**config.mk**
```make
export PLATFORM = sky130hd
export DESIGN_NAME = sseg_scan_decoder
export DESIGN_NICKNAME = d
export VERILOG_FILES = /design/src/rtl/sseg_scan_decoder.sv
export SDC_FILE = /design/constraint.sdc
export NUM_CORES = 1
export LEC_CHECK = 0
export ABC_AREA = 1
export BUFFER_PORTS_ARGS = -buffer_cell sky130_fd_sc_hd__clkbuf_2
export CORE_ASPECT_RATIO = 1.1
export CORE_MARGIN = 3
export CORE_UTILIZATION = 50
export DETAILED_ROUTE_END_ITERATION = 10
export PLACE_DENSITY_LB_ADDON = 0.15
export SYNTH_ARGS = -nofsm -noshare
export SYNTH_HDL_FRONTEND = slang
export SYNTH_SLANG_ARGS = --single-unit
export TNS_END_PERCENT = 10
```
**constraint.sdc**
```tcl
create_clock -name clk -period 2.12 [get_ports clk]
set_input_delay 0.106 -clock clk [delete_from_list [all_inputs] [get_ports clk]]
set_output_delay 0.106 -clock clk [all_outputs]
set_load 0.05 [all_outputs]
```
**src/rtl/sseg_scan_decoder.sv**
```systemverilog
// Receive side of the multiplexed seven-segment bus: waits for each digit enable
// to settle, captures the pattern, debounces it across frames and decodes it.
module sseg_scan_decoder #(
    parameter int N_DIGITS      = 3,
    parameter int ACTIVE_LOW    = 1,
    parameter int SETTLE_CYCLES = 4,
    parameter int STABLE_FRAMES = 2
) (
    input  logic                  clk,
    input  logic                  reset,
    input  logic [7:0]            ss,
    input  logic [N_DIGITS-1:0]   en,
    output logic [4*N_DIGITS-1:0] hex,
    output logic [N_DIGITS-1:0]   dp,
    output logic [N_DIGITS-1:0]   dig_valid,
    output logic                  updated,
    output logic                  frame_tick,
    output logic                  en_err
);
    localparam int KW = (N_DIGITS > 1) ? $clog2(N_DIGITS) : 1;
    localparam int CW = $clog2(SETTLE_CYCLES + 1);
    localparam int SW = $clog2(STABLE_FRAMES + 1);
    localparam logic [CW-1:0]       SETTLE_MAX = CW'(SETTLE_CYCLES);
    localparam logic [SW-1:0]       STAB_MAX   = SW'(STABLE_FRAMES);
    localparam logic [KW-1:0]       LAST_K     = KW'(N_DIGITS - 1);
    localparam logic [N_DIGITS-1:0] EN_LSB     = N_DIGITS'(1);

    typedef enum logic [1:0] {EN_NONE, EN_ONE, EN_MULTI} en_class_t;

    logic [7:0]            ss_r;
    logic [N_DIGITS-1:0]   en_r;
    en_class_t             cls;
    logic [KW-1:0]         k;
    logic                  last_one;
    logic [KW-1:0]         last_k;
    logic                  multi_d;
    logic [CW-1:0]         cnt, cnt_nx;
    logic                  same, capture;
    logic [7:0]            cand [N_DIGITS];
    logic [SW-1:0]         stab [N_DIGITS];
    logic [SW-1:0]         stab_nx;
    logic                  acc_v;
    logic [KW-1:0]         acc_k;
    logic [7:0]            acc_pat;
    logic [4:0]            glyph;
    logic [4*N_DIGITS-1:0] hex_nx;
    logic [N_DIGITS-1:0]   dp_nx, valid_nx;

    // Returns {legal, hex nibble}; illegal glyphs decode to {0, 0}.
    function automatic logic [4:0] decode(input logic [6:0] seg);
        case (seg)
            7'h3F:   decode = 5'h10;
            7'h06:   decode = 5'h11;
            7'h5B:   decode = 5'h12;
            7'h4F:   decode = 5'h13;
            7'h66:   decode = 5'h14;
            7'h6D:   decode = 5'h15;
            7'h7D:   decode = 5'h16;
            7'h07:   decode = 5'h17;
            7'h7F:   decode = 5'h18;
            7'h6F:   decode = 5'h19;
            7'h77:   decode = 5'h1A;
            7'h7C:   decode = 5'h1B;
            7'h39:   decode = 5'h1C;
            7'h5E:   decode = 5'h1D;
            7'h79:   decode = 5'h1E;
            7'h71:   decode = 5'h1F;
            default: decode = 5'h00;
        endcase
    endfunction

    always_comb begin : classify
        k = '0;
        for (int unsigned i = 0; i < N_DIGITS; i++)
            if (en_r[i]) k = KW'(i);
        if (en_r == '0)
            cls = EN_NONE;
        else if ((en_r & (en_r - EN_LSB)) == '0)
            cls = EN_ONE;
        else
            cls = EN_MULTI;
    end

    // Counter saturates at SETTLE_MAX so a long dwell captures exactly once.
    always_comb begin : settle
        same    = last_one && (cls == EN_ONE) && (k == last_k);
        cnt_nx  = '0;
        if (cls == EN_ONE)
            cnt_nx = !same ? CW'(1) : ((cnt == SETTLE_MAX) ? cnt : cnt + CW'(1));
        capture = (cls == EN_ONE) && (cnt_nx == SETTLE_MAX) && !(same && (cnt == SETTLE_MAX));
        stab_nx = SW'(1);
        if (cand[k] == ss_r)
            stab_nx = (stab[k] == STAB_MAX) ? stab[k] : stab[k] + SW'(1);
    end

    always_comb begin : decode_out
        hex_nx   = hex;
        dp_nx    = dp;
        valid_nx = dig_valid;
        glyph    = decode(acc_pat[6:0]);
        for (int unsigned i = 0; i < N_DIGITS; i++) begin
            if (acc_v && (acc_k == KW'(i))) begin
                hex_nx[4*i +: 4] = glyph[3:0];
                dp_nx[i]         = acc_pat[7];
                valid_nx[i]      = glyph[4];
            end
        end
    end

    always_ff @(posedge clk) begin
        if (reset) begin
            ss_r       <= '0;
            en_r       <= '0;
            last_one   <= 1'b0;
            last_k     <= '0;
            multi_d    <= 1'b0;
            cnt        <= '0;
            acc_v      <= 1'b0;
            acc_k      <= '0;
            acc_pat    <= '0;
            hex        <= '0;
            dp         <= '0;
            dig_valid  <= '0;
            updated    <= 1'b0;
            frame_tick <= 1'b0;
            en_err     <= 1'b0;
            for (int unsigned i = 0; i < N_DIGITS; i++) begin
                cand[i] <= '0;
                stab[i] <= '0;
            end
        end else begin
            ss_r       <= (ACTIVE_LOW != 0) ? ~ss : ss;
            en_r       <= (ACTIVE_LOW != 0) ? ~en : en;
            last_one   <= (cls == EN_ONE);
            last_k     <= k;
            multi_d    <= (cls == EN_MULTI);
            cnt        <= cnt_nx;
            en_err     <= (cls == EN_MULTI) && !multi_d;
            frame_tick <= capture && (k == LAST_K);
            if (capture) begin
                cand[k] <= ss_r;
                stab[k] <= stab_nx;
            end
            // Acceptance is staged one cycle so outputs follow the accepting capture.
            acc_v      <= capture && (stab_nx == STAB_MAX);
            acc_k      <= k;
            acc_pat    <= ss_r;
            hex        <= hex_nx;
            dp         <= dp_nx;
            dig_valid  <= valid_nx;
            updated    <= acc_v && ({hex_nx, dp_nx, valid_nx} != {hex, dp, dig_valid});
        end
    end
endmodule

```
; ---- Word-level counts from Yosys, hierarchy flattened
; Memory sizes are Yosys's and may differ from the RTL's.
; Cells that the tools add are included.
[op_classes]
addsub = 3
n_bitwise = 3
n_mux = 30
reduce_logical = 19
n_eq_ne = 28
[op_table]
columns = operator, n
row1 = 7-bit equality test (second input constant), 12
row2 = 5-bit case mux with 16 select lines, 1
row3 = 18-bit != test, 1
row4 = 2-bit two-way mux, 8
row5 = 7-bit by 3-bit equality test with 1-bit output (second input constant), 2
row6 = 7-bit by 6-bit equality test with 1-bit output (second input constant), 2
row7 = 1-bit two-way mux, 14
row8 = 1-bit logical AND, 12
row9 = 4-bit two-way mux, 3
row10 = 2-bit equality test (second input constant), 5
row11 = 3-bit two-way mux, 3
row12 = 8-bit equality test, 1
row13 = 8-bit two-way mux, 1
row14 = 8-bit inverter, 1
row15 = 8-bit OR reduction, 1
row16 = 3-bit equality test (second input constant), 2
row17 = 3-bit logical NOT, 2
row18 = 2-bit by 1-bit equality test with 1-bit output (second input constant), 2
row19 = 3-bit by 1-bit adder with 3-bit output (second input constant), 1
row20 = 3-bit bitwise AND, 1
row21 = 3-bit inverter, 1
row22 = 3-bit by 1-bit subtractor with 3-bit output (second input constant), 1
row23 = 2-bit by 1-bit adder with 2-bit output (second input constant), 1
row24 = 2-bit equality test, 1
row25 = 3 further kinds, 4
[totals]
output_inout_bits = 21
mem_bits_rw = 30
in_bits = 13
word_cells = 99
n_memories = 2
regBits = 48
[memory_table]
columns = memory, depth, word_bits, rd, rd_ports_with_merged_regs, wr, line
row1 = cand, 3, 8, 1, 0, 3, 39  ; logic [7:0] cand [N_DIGITS];
row2 = stab, 3, 2, 1, 0, 3, 40  ; logic [SW-1:0] stab [N_DIGITS];

; ---- Logic depth before layout (Yosys ltp)
; Gate-level depths: netlist (run 1).
[depth]
depth_word = 18
ltp_mapped = 15
depth_no_buf = 15

; ---- Worst setup path after synthesis (run 1)
; Ideal clock, no wire load.
[synth_path]
path_kind = register -> register
from = reg cnt[0]
to = mem cand[0][0], enable pin
required_time_ns = 1.780
path_slack_ns = 0.190
arrival_time_ns = 1.591
setup_ns = 0.340
path_stages_with_launch = 10
period_less_slack_ns = 1.930
path_buffers = 0
cell_sequence = dfxtp_1 > inv_1 > ha_1 > nand2_1 > nand2_1 > nor3_1 > nand4_2 > nor2_1 > inv_2 > nand2_1
[synth_lines]
columns = element, line
row1 = from (decl), 37  ; logic [CW-1:0] cnt, cnt_nx;
row2 = from (signal assigned), 137  ; cnt <= cnt_nx;
row3 = to (decl), 39

==> flow_summary.yaml, run 1 <==
min_path:
  min_from: "reset"
  hold_path_end: "dp[2]"
  min_path_type: "in2reg"
  min_delay_path_depth: 4
synthesis:
  synth_nets: 479
  yosys.area.top_type: "dfxtp_1"
  yosysWarnings: 0
  syn_area_mm2: 0.00367
  ys_ff_latch: 78
  syn_area_per_cell_um2: 7.92
  synth.distinct_cells: 32
  synth.top_cell.area_share_pct: 26.2
  synth_ff_type: "dfxtp_1"
  async_flop_share_pct: 0
  ys_seq_area_share_pct: 50.8
  synth_edf_count: 30
  synth_area_leaders: "dfxtp_1, edfxtp_1, nor2_1"
  yosys-top-cells-count: "nor2_1, nand2_1, inv_1"
  synthCells: 463
  yosysMostFrequentCell: "nor2_1"
sta:
  fin_skew_ps: 6.50
  setup_viol: 0
  post-route-period-util_pct: 92.9
  clock.fmax_mhz: 508
  layout_setup_ws_ps: 150
  layout_min_cycle_time_ps: 1970
  slew_violations: 0
  slew_headroom_pct: 68.2
  tightest_slew_ps: 477
  report.final.hold_viol_count: 0
cells_and_area:
  drive_gt1_share_pct: 16.9
  n_antenna_cell: 0
  fin_nets: 533
  area_growth_pct: 17.8
power:
  p_comb_share_pct: 6.6
  max-vdd-ir-drop_mv: 0.398
  p_clk_share_pct: 39.7
  p_int_mw: 2.33
  netSwitchingPower_mw: 0.680
  p_leak_nw: 1.97
  seqPwrFrac_pct: 53.7
  power_mw: 3.02
  netSwitchingFraction_pct: 22.6
  power_density_mw_per_mm2: 698
placement:
  place.gp.congestion: 0.844
  io_buffers: 33
  post-dp-hpwl_um: 5670
  dp_slack_ps: -59.0
drt:
  viasPerCell: 4.96
  ant_nets: 0
  vias: 3012
  wirelength_um: 7660
  drt_iter0_drc: 130
  wire_per_inst_um: 12.6
  drt_pass1_iterations: 4
  drc: 0
clocking:
  clkLatencyLatePin_ps: 350
  cts_tree: "yes"
  clk_path_buf_depth: 2
  cts_root_buffer: "clkbuf_8"
  cts-htree-levels: 3
  clk_pin_slew_ps: 80
  cts_sinks: 78
  cts_made_buffers: 9
critical_path:
  cpMostUsedCell: "nand2_1"
  cp_max_fo: 10
  reg2reg_depth: 9
  start_kind: "flip-flop"
  slowest_delay_ps: 360
  cp.required_ps: 2150
  cp_data_arrival_time_ps: 2000
  regToRegEndpoint: "cand[1][2]"
  r2r_setup_slack_ps: 150
  end_kind: "flip-flop"
  crit_start: "cnt[0]"
  cp_top_family: "simple AND/OR/NAND/NOR gates"
  timing.rr.start: "cnt[0]"
  crit_buf_inv: 2
  critPathSlowestCell: "dfxtp_1"
  path_class: "reg2reg"
  path_cells: "inv_1, ha_1, nand2_1, nand2_1, nor3_1, nand4_2, nor2_1, inv_2, nand2_2"
die:
  rows: 32
  design.core.area_mm2: 0.00709
  die_h_um: 95.8
  start_util_pct: 51.7
  io_pins: 34
  die_area_mm2: 0.00840
  dieWidth_um: 87.6
global_route:
  grt_pass1_vias: 2941
  grt_start_max_net_pins: 45
  antenna_found_initial: 0
  grt_pass1_wl_um: 13200
  grt_overflow_total: 0
  grt_use_total_pct: 20.2
job:
  drv_cap: 0
outcome:
  outcome: "completed"
-- cell type report --
class                           count  area, µm²
Sequential cell                    78       1860
Clock inverter                      1       5.00
Clock buffer                       15        219
Tap cell                           85        106
Inverter                           60        225
Timing Repair Buffer               54        350
Multi-Input combinational cell    314       1550
Fill cell                         620       2770
-- cell usage in the layout (no fill, tap or decap), drive strengths merged --
cell         Yosys  routed
clkinv           0       1
inv             60      60
nand2           99      99
a211oi          14      14
xor2             9       9
a22o             1       1
nor3             4       4
nor2           109     109
or2              1       1
dlygate4sd3      0      11
buf              8      10
o21ai            8       8
nand4            3       3
dfxtp           48      48
o21bai           1       1
edfxtp          30      30
nor4             2       2
nand3           51      51
nand3b           4       4
a21oi            5       5
clkbuf           3      48
ha               3       3
-- cell families after synthesis --
group | count (synthesis) | share of synthesized area [%]
DFF | 78 | 50.8
and+or+nand+nor | 273 | 33.1
AOI/OAI and AO/OA | 29 | 5.19
xor gates and xnor gates | 9 | 2.15
buffers and inverters | 71 | 7.75
adders and majority gates | 3 | 1.02
-- power by group through the flow --
stage / clock (mW) / combinational [mW] / sequential, mW
6_report: 1.20 / 0.200 / 1.62
5_1_grt: 1.28 / 0.224 / 1.62
4_1_cts: 1.22 / 0.200 / 1.62
3_5_place_dp: 0 / 0.184 / 1.65
3_3_place_gp: 0 / 0.179 / 1.65
2_1_floorplan: 0 / 0.135 / 1.65
-- registers in the layout (all words and copies together), names as in the netlist --
signal / cells
en_r: 3
frame_tick: 1
ss_r: 8
dig_valid: 3
last_one: 1
acc_k: 2
en_err: 1
hex: 12
multi_d: 1
cand: 24
cnt: 3
dp: 3
acc_v: 1
updated: 1
acc_pat: 8
stab: 6
-- routing by layer --
layer  wire length (µm)  global-route usage (%)
met1               3590                    25.6
met2               3770                    33.9
met3                245                    4.11
met4                 53                    7.29
met5                  0                       0
-- timing repair --
| action | in CTS | in global routing |
|---|---|---|
| gates resized for setup | 2 | 6 |
| endpoints found under the hold margin | 11 | 0 |
| hold buffers | 11 | 0 |
| setup buffers | 0 | 0 |
| setup endpoints to repair | 20 | 32 |
-- per-stage QoR --
step | hold slack, ps | setup TNS, ps | cells | instance area, µm² | util (%)
2_1_floorplan | 173 | 0 | 463 | 3670 | -
3_3_place_gp | 258 | 0 | 580 | 3950 | 55.8
3_5_place_dp | 264 | -633 | 580 | 3950 | 55.8
4_1_cts | 130 | 0 | 607 | 4290 | 60.6
5_1_grt | 183 | -7.81 | 607 | 4320 | 60.9
6_report | 168 | 0 | 607 | 4320 | 60.9
-- worst max path at each step --
stage | depth (start not counted) | slack (ps) | endpoint
after global placement | 9 | 110 | cand[0][2]
after floorplan | 9 | 190 | cand[0][0]
final | 9 | 150 | cand[1][2]
after CTS | 11 | 70 | cand[2][1]
after detailed placement | 10 | -60 | cand[1][2]
after global routing | 15 | -8 | updated
-- worst reg2reg max path, cell delays in order, from the launching register on --
cell and delay [ps]:
dfxtp_1 360, inv_1 70, ha_1 210, nand2_1 80
nand2_1 70, nor3_1 210, nand4_2 200, nor2_1 200
inv_2 60, nand2_2 200
Note: power is estimated with default switching activity, not from simulation.
==> run 2, diff against run 1 <==
--- a/config.mk
+++ b/config.mk
@@ -9,7 +9,8 @@
 export BUFFER_PORTS_ARGS = -buffer_cell sky130_fd_sc_hd__clkbuf_2
 export CORE_ASPECT_RATIO = 1.1
 export CORE_MARGIN = 3
-export CORE_UTILIZATION = 50
+export CORE_UTILIZATION = 56
+export CTS_CLUSTER_DIAMETER = 100
 export DETAILED_ROUTE_END_ITERATION = 10
 export PLACE_DENSITY_LB_ADDON = 0.15
 export SYNTH_ARGS = -nofsm -noshare
==> run 2 against run 1 <==
Largest power group unchanged. Register-to-register slack about the same. Setup slack improved by 10 ps. Highest routed layer unchanged. Die area decreased by 10%.
==> flow_summary.yaml, run 2 (synthesized netlist as in run 1, its figures left out) <==
outcome:
  outcome: "completed"
cells_and_area:
  largest_reg_flops: 24
  final_cell_mix: "nor2_1, nand2_1, inv_1"
  finalNonFillerCells: 600
  n_antenna_cell: 0
  largest_register: "cand"
  fin_nets: 531
  final_core_util_pct: 69.2
  fin_area_mm2: 0.00434
  area_growth_pct: 18.3
  mostFrequentLayoutCell: "nor2_1"
  top_regs: "cand: 24 flops, hex: 12 flops"
  drive_gt1_share_pct: 17.5
sta:
  fin_skew_ps: 5.90
  clock.fmax_mhz: 510
  report.final.hold_viol_count: 0
  post-route-period-util_pct: 92.4
  slew_headroom_pct: 68.7
  slew_violations: 0
  setup_viol: 0
  grt_setup_unrepaired: "yes"
  tightest_slew_ps: 469
  layout_min_cycle_time_ps: 1960
  layout_setup_ws_ps: 160
job:
  drv_cap: 0
drt:
  drt_iter0_drc: 159
  dr_wl_met2_um: 3470
  viasPerCell: 5.00
  highest_layer: "met4"
  drc: 0
  drt_pass1_iterations: 4
  wirelength_um: 7360
  vias: 3000
  ant_nets: 0
  detail_route.wirelength.met1_um: 3410
  wire_per_inst_um: 12.3
  wl_met3_um: 317
clocking:
  postCtsSetupBuffers: 0
  clk_pin_slew_ps: 70
  cts-htree-levels: 3
  clkLatencyLatePin_ps: 350
  cts_root_buffer: "clkbuf_8"
  cts_made_buffers: 9
  cts_tree: "yes"
  cts_sinks: 78
  clk_path_buf_depth: 2
power:
  power_density_mw_per_mm2: 720
  power_mw: 3.12
  max-vdd-ir-drop_mv: 0.537
  p_leak_nw: 1.97
critical_path:
  cp_max_fo: 10
  end_kind: "flip-flop"
  path_class: "reg2reg"
  start_kind: "flip-flop"
  cp_data_arrival_time_ps: 2000
  cp.required_ps: 2160
min_path:
  min_path_type: "in2reg"
die:
  start_util_pct: 58.5
  design.core.area_mm2: 0.00627
  rows: 30
  die_h_um: 90.9
  dieWidth_um: 83.1
  io_pins: 34
  die_area_mm2: 0.00755
placement:
  place_area_mm2: 0.00393
  dp_slack_ps: 28.1
  place.gp.congestion: 0.831
  post-dp-hpwl_um: 5330
  io_buffers: 33
  dp.cells: 573
global_route:
  grt_use_total_pct: 21.0
  antenna_found_initial: 0
  grt_pass1_vias: 2898
  grt_overflow_total: 0
  grt_start_max_net_pins: 46
  grt_pass1_wl_um: 12800
==> run 2: what timing repair did <==
item | in CTS | in global routing
gates resized for setup | 0 | 14
hold endpoints to repair | 11 | 0
hold buffers | 11 | 0
setup endpoints to repair | 0 | 31
==> run 2: final cells by class <==
cell class / count / area (µm²)
sequential: 78 / 1860
clock inverter: 7 / 113
inverter: 60 / 225
multi-input combinational: 314 / 1580
fill: 525 / 1930
timing repair buffer: 52 / 335
tap: 80 / 100
clock buffer: 9 / 124
==> run 2: power breakdown <==
part           internal, mW  leakage (nW)  switching, mW
Combinational        0.0750          1.15          0.125
Sequential             1.59         0.700         0.0244
Clock                 0.775         0.119          0.529
Total                  2.44          1.97          0.678
==> run 2: path summary, 6_finish.rpt <==
check | from | cells after the start | endpoint | slack (ps)
min | reset | 4 | acc_v | 160
max | cnt[0] | 9 | cand[1][7] | 160
min reg2reg | multi_d | 1 | en_err | 410
max reg2reg | cnt[0] | 9 | cand[1][7] | 160
==> run 2: worst max-delay path: stages (launching register included) <==
cell and delay (ps):
dfxtp_1 350, inv_1 70, ha_1 210, nand2_1 70
nand2_1 70, nor3_1 230, nand4_2 230, nor2_2 170
inv_2 60, nand2_2 190
==> run 2: per-stage QoR <==
step	setup TNS, ps	hold WS [ps]
3_3_place_gp	0	259
4_1_cts	0	129
3_5_place_dp	0	264
6_report	0	160
2_1_floorplan	0	173
5_1_grt	-379	170
==> run 2: layer usage <==
metal  vias up  track usage, %
li1       1582               -
met1      1328            26.3
met2        73            34.6
met3        17            4.65
met4         0            9.26
met5         -               0
==> run 3, diff against run 2 <==
--- a/config.mk
+++ b/config.mk
@@ -9,7 +9,7 @@
 export BUFFER_PORTS_ARGS = -buffer_cell sky130_fd_sc_hd__clkbuf_2
 export CORE_ASPECT_RATIO = 1.1
 export CORE_MARGIN = 3
-export CORE_UTILIZATION = 56
+export CORE_UTILIZATION = 23
 export CTS_CLUSTER_DIAMETER = 100
 export DETAILED_ROUTE_END_ITERATION = 10
 export PLACE_DENSITY_LB_ADDON = 0.15
==> constraint.sdc (replaced) <==
create_clock -name clk -period 2.5 [get_ports clk]
set_input_delay 0.125 -clock clk [delete_from_list [all_inputs] [get_ports clk]]
set_output_delay 0.125 -clock clk [all_outputs]
set_load 0.05 [all_outputs]
==> run 3 against run 2 <==
Setup slack better by 120 ps. Clock skew is 0.89 ps lower. Via count is 1.2% higher. Combinational power is 17% lower. Sequential power is 15% lower. Design area is 4.1% higher. Count of clock-buffer cells in the layout stayed put. Utilization is 40 points lower. Largest cell class unchanged.
==> flow_summary.yaml, run 3 (synthesized netlist as in run 1, its figures left out) <==
clocking:
  cts_resized: 0
  postCtsSetupBuffers: 0
  clk_path_buf_depth: 2
  cts_tree: "yes"
  cts_made_buffers: 9
  clkLatencyLatePin_ps: 340
  cts_hold_buffers: 11
  cts-htree-levels: 3
  cts_root_buffer: "clkbuf_16"
  cts_sinks: 78
  clk_pin_slew_ps: 60
sta:
  finalHoldWorstSlack_ps: 192
  grt_setup_unrepaired: "no"
  tightest_slew_ps: 509
  post-route-period-util_pct: 88.8
  clock.fmax_mhz: 450
  slew_violations: 0
  setup_viol: 0
  layout_min_cycle_time_ps: 2220
  fin_skew_ps: 5.02
  slew_headroom_pct: 66.1
  report.final.hold_viol_count: 0
  tns_ps: 0
critical_path:
  critPathSlowestCell: "dfxtp_1"
  end_kind: "flip-flop"
  cp-endpoint: "cand[2][2]"
  timing.rr.start: "cnt[0]"
  reg2reg_depth: 9
  slowest_delay_ps: 360
  regToRegEndpoint: "cand[2][2]"
  cp.required_ps: 2500
  cp_data_arrival_time_ps: 2220
  r2r_setup_slack_ps: 280
  path_cells: "inv_1, ha_1, nand2_1, nand2_1, nor3_1, nand4_2, nor2_2, inv_2, nand2_1"
  crit_start: "cnt[0]"
  path_class: "reg2reg"
  cpMostUsedCell: "nand2_1"
  cp_max_fo: 10
  start_kind: "flip-flop"
drt:
  drc: 0
  drt_iter0_drc: 236
  drt_pass1_iterations: 5
  wire_per_inst_um: 12.3
  wirelength_um: 8800
  ant_nets: 0
  viasPerCell: 4.26
  vias: 3035
die:
  die_h_um: 138
  io_pins: 34
  dieWidth_um: 126
  rows: 47
  start_util_pct: 23.9
  design.core.area_mm2: 0.0153
  die_area_mm2: 0.0175
cells_and_area:
  largest_reg_flops: 24
  final_cell_mix: "nor2_1, nand2_1, inv_1"
  final-seq-area_mm2: 0.00186
  fin_area_mm2: 0.00451
  mostFrequentLayoutCell: "nor2_1"
  area_growth_pct: 23.1
  n_antenna_cell: 0
  multiInputGateArea_mm2: 0.00152
  largest_register: "cand"
  top_regs: "cand: 24 flops, hex: 12 flops"
  num-fill-cells: 1650
  fin_nets: 528
  finalNonFillerCells: 713
  drive_gt1_share_pct: 15.5
power:
  netSwitchingPower_mw: 0.672
  netSwitchingFraction_pct: 21.9
  power_density_mw_per_mm2: 680
  p_clk_share_pct: 49.7
  p_int_mw: 2.40
  p_comb_share_pct: 5.4
  seqPwrFrac_pct: 44.9
  max-vdd-ir-drop_mv: 0.485
  p_leak_nw: 1.99
placement:
  io_buffers: 33
  place_area_mm2: 0.00406
  post-dp-hpwl_um: 6610
  dp.cells: 686
  place.gp.congestion: 0.740
min_path:
  min_delay_path_depth: 4
  min_path_type: "in2reg"
global_route:
  antenna_found_initial: 0
  grt_use_total_pct: 10.6
  grt_pass1_wl_um: 14900
  grt_overflow_total: 0
  grt_start_max_net_pins: 46
  grt_pass1_vias: 2968
outcome:
  outcome: "completed"
job:
  drv_cap: 0
[run 3: cell types whose count changed in the layout (fill, tap and decap cells not counted), sizes merged]
cell / previous run / this run
buf: 8 / 5
clkinv: 3 / 2
inv: 60 / 61
[run 3: final cells by class]
type	count	share of cell area, %
multi-input cells	314	33.7
clock buffers	9	4.99
repair buffers	49	6.93
well taps	196	5.44
inverters	60	4.99
clock inverters	7	2.69
flip-flops and latches	78	41.3
[run 3: critical path: cells and delay by family, from the launching register on]
kind,cells,cell delay [ps]
and+or+nand+nor,6,1100
DFF,1,360
adders and majority gates,1,210
buffers and inverters,2,200
[run 3: through the flow]
stage | setup WS [ps] | power, mW | utilization, %
global placement | 329 | 1.56 | 26.4
CTS | 222 | 3.11 | 29.4
finish | 280 | 3.07 | 29.4
floorplan | 570 | 1.51 | -
detailed placement | 247 | 1.56 | 26.4
global route | 71.4 | 3.20 | 29.4
[run 3: worst min path at each step]
stage          startpoint      end  slack (ps)
3_5_place_dp        ss[6]  ss_r[6]         280
6_report            reset    acc_v         190
4_1_cts             reset    acc_v         190
2_1_floorplan       en[2]  en_r[2]         190
3_3_place_gp        ss[6]  ss_r[6]         280
5_1_grt             reset    acc_v         220
[run 3: per-layer routing]
metal  part of all wire [%]  wire (µm)  vias to the layer above  track usage [%]
li1                       -          -                     1579                -
met1                     49       4350                     1404             14.0
met2                     45       3980                       41             16.4
met3                    3.5        306                       11             2.66
met4                    1.8        161                        0             4.40
met5                      0          0                        -                0
[run 3: power groups by stage]
| stage | sequential [mW] | combinational (mW) | clock [mW] |
|---|---|---|---|
| after floorplan | 1.40 | 0.115 | 0 |
| after global placement | 1.41 | 0.155 | 0 |
| after detailed placement | 1.40 | 0.157 | 0 |
| after CTS | 1.38 | 0.171 | 1.57 |
| after global routing | 1.38 | 0.190 | 1.63 |
| final | 1.38 | 0.167 | 1.52 |
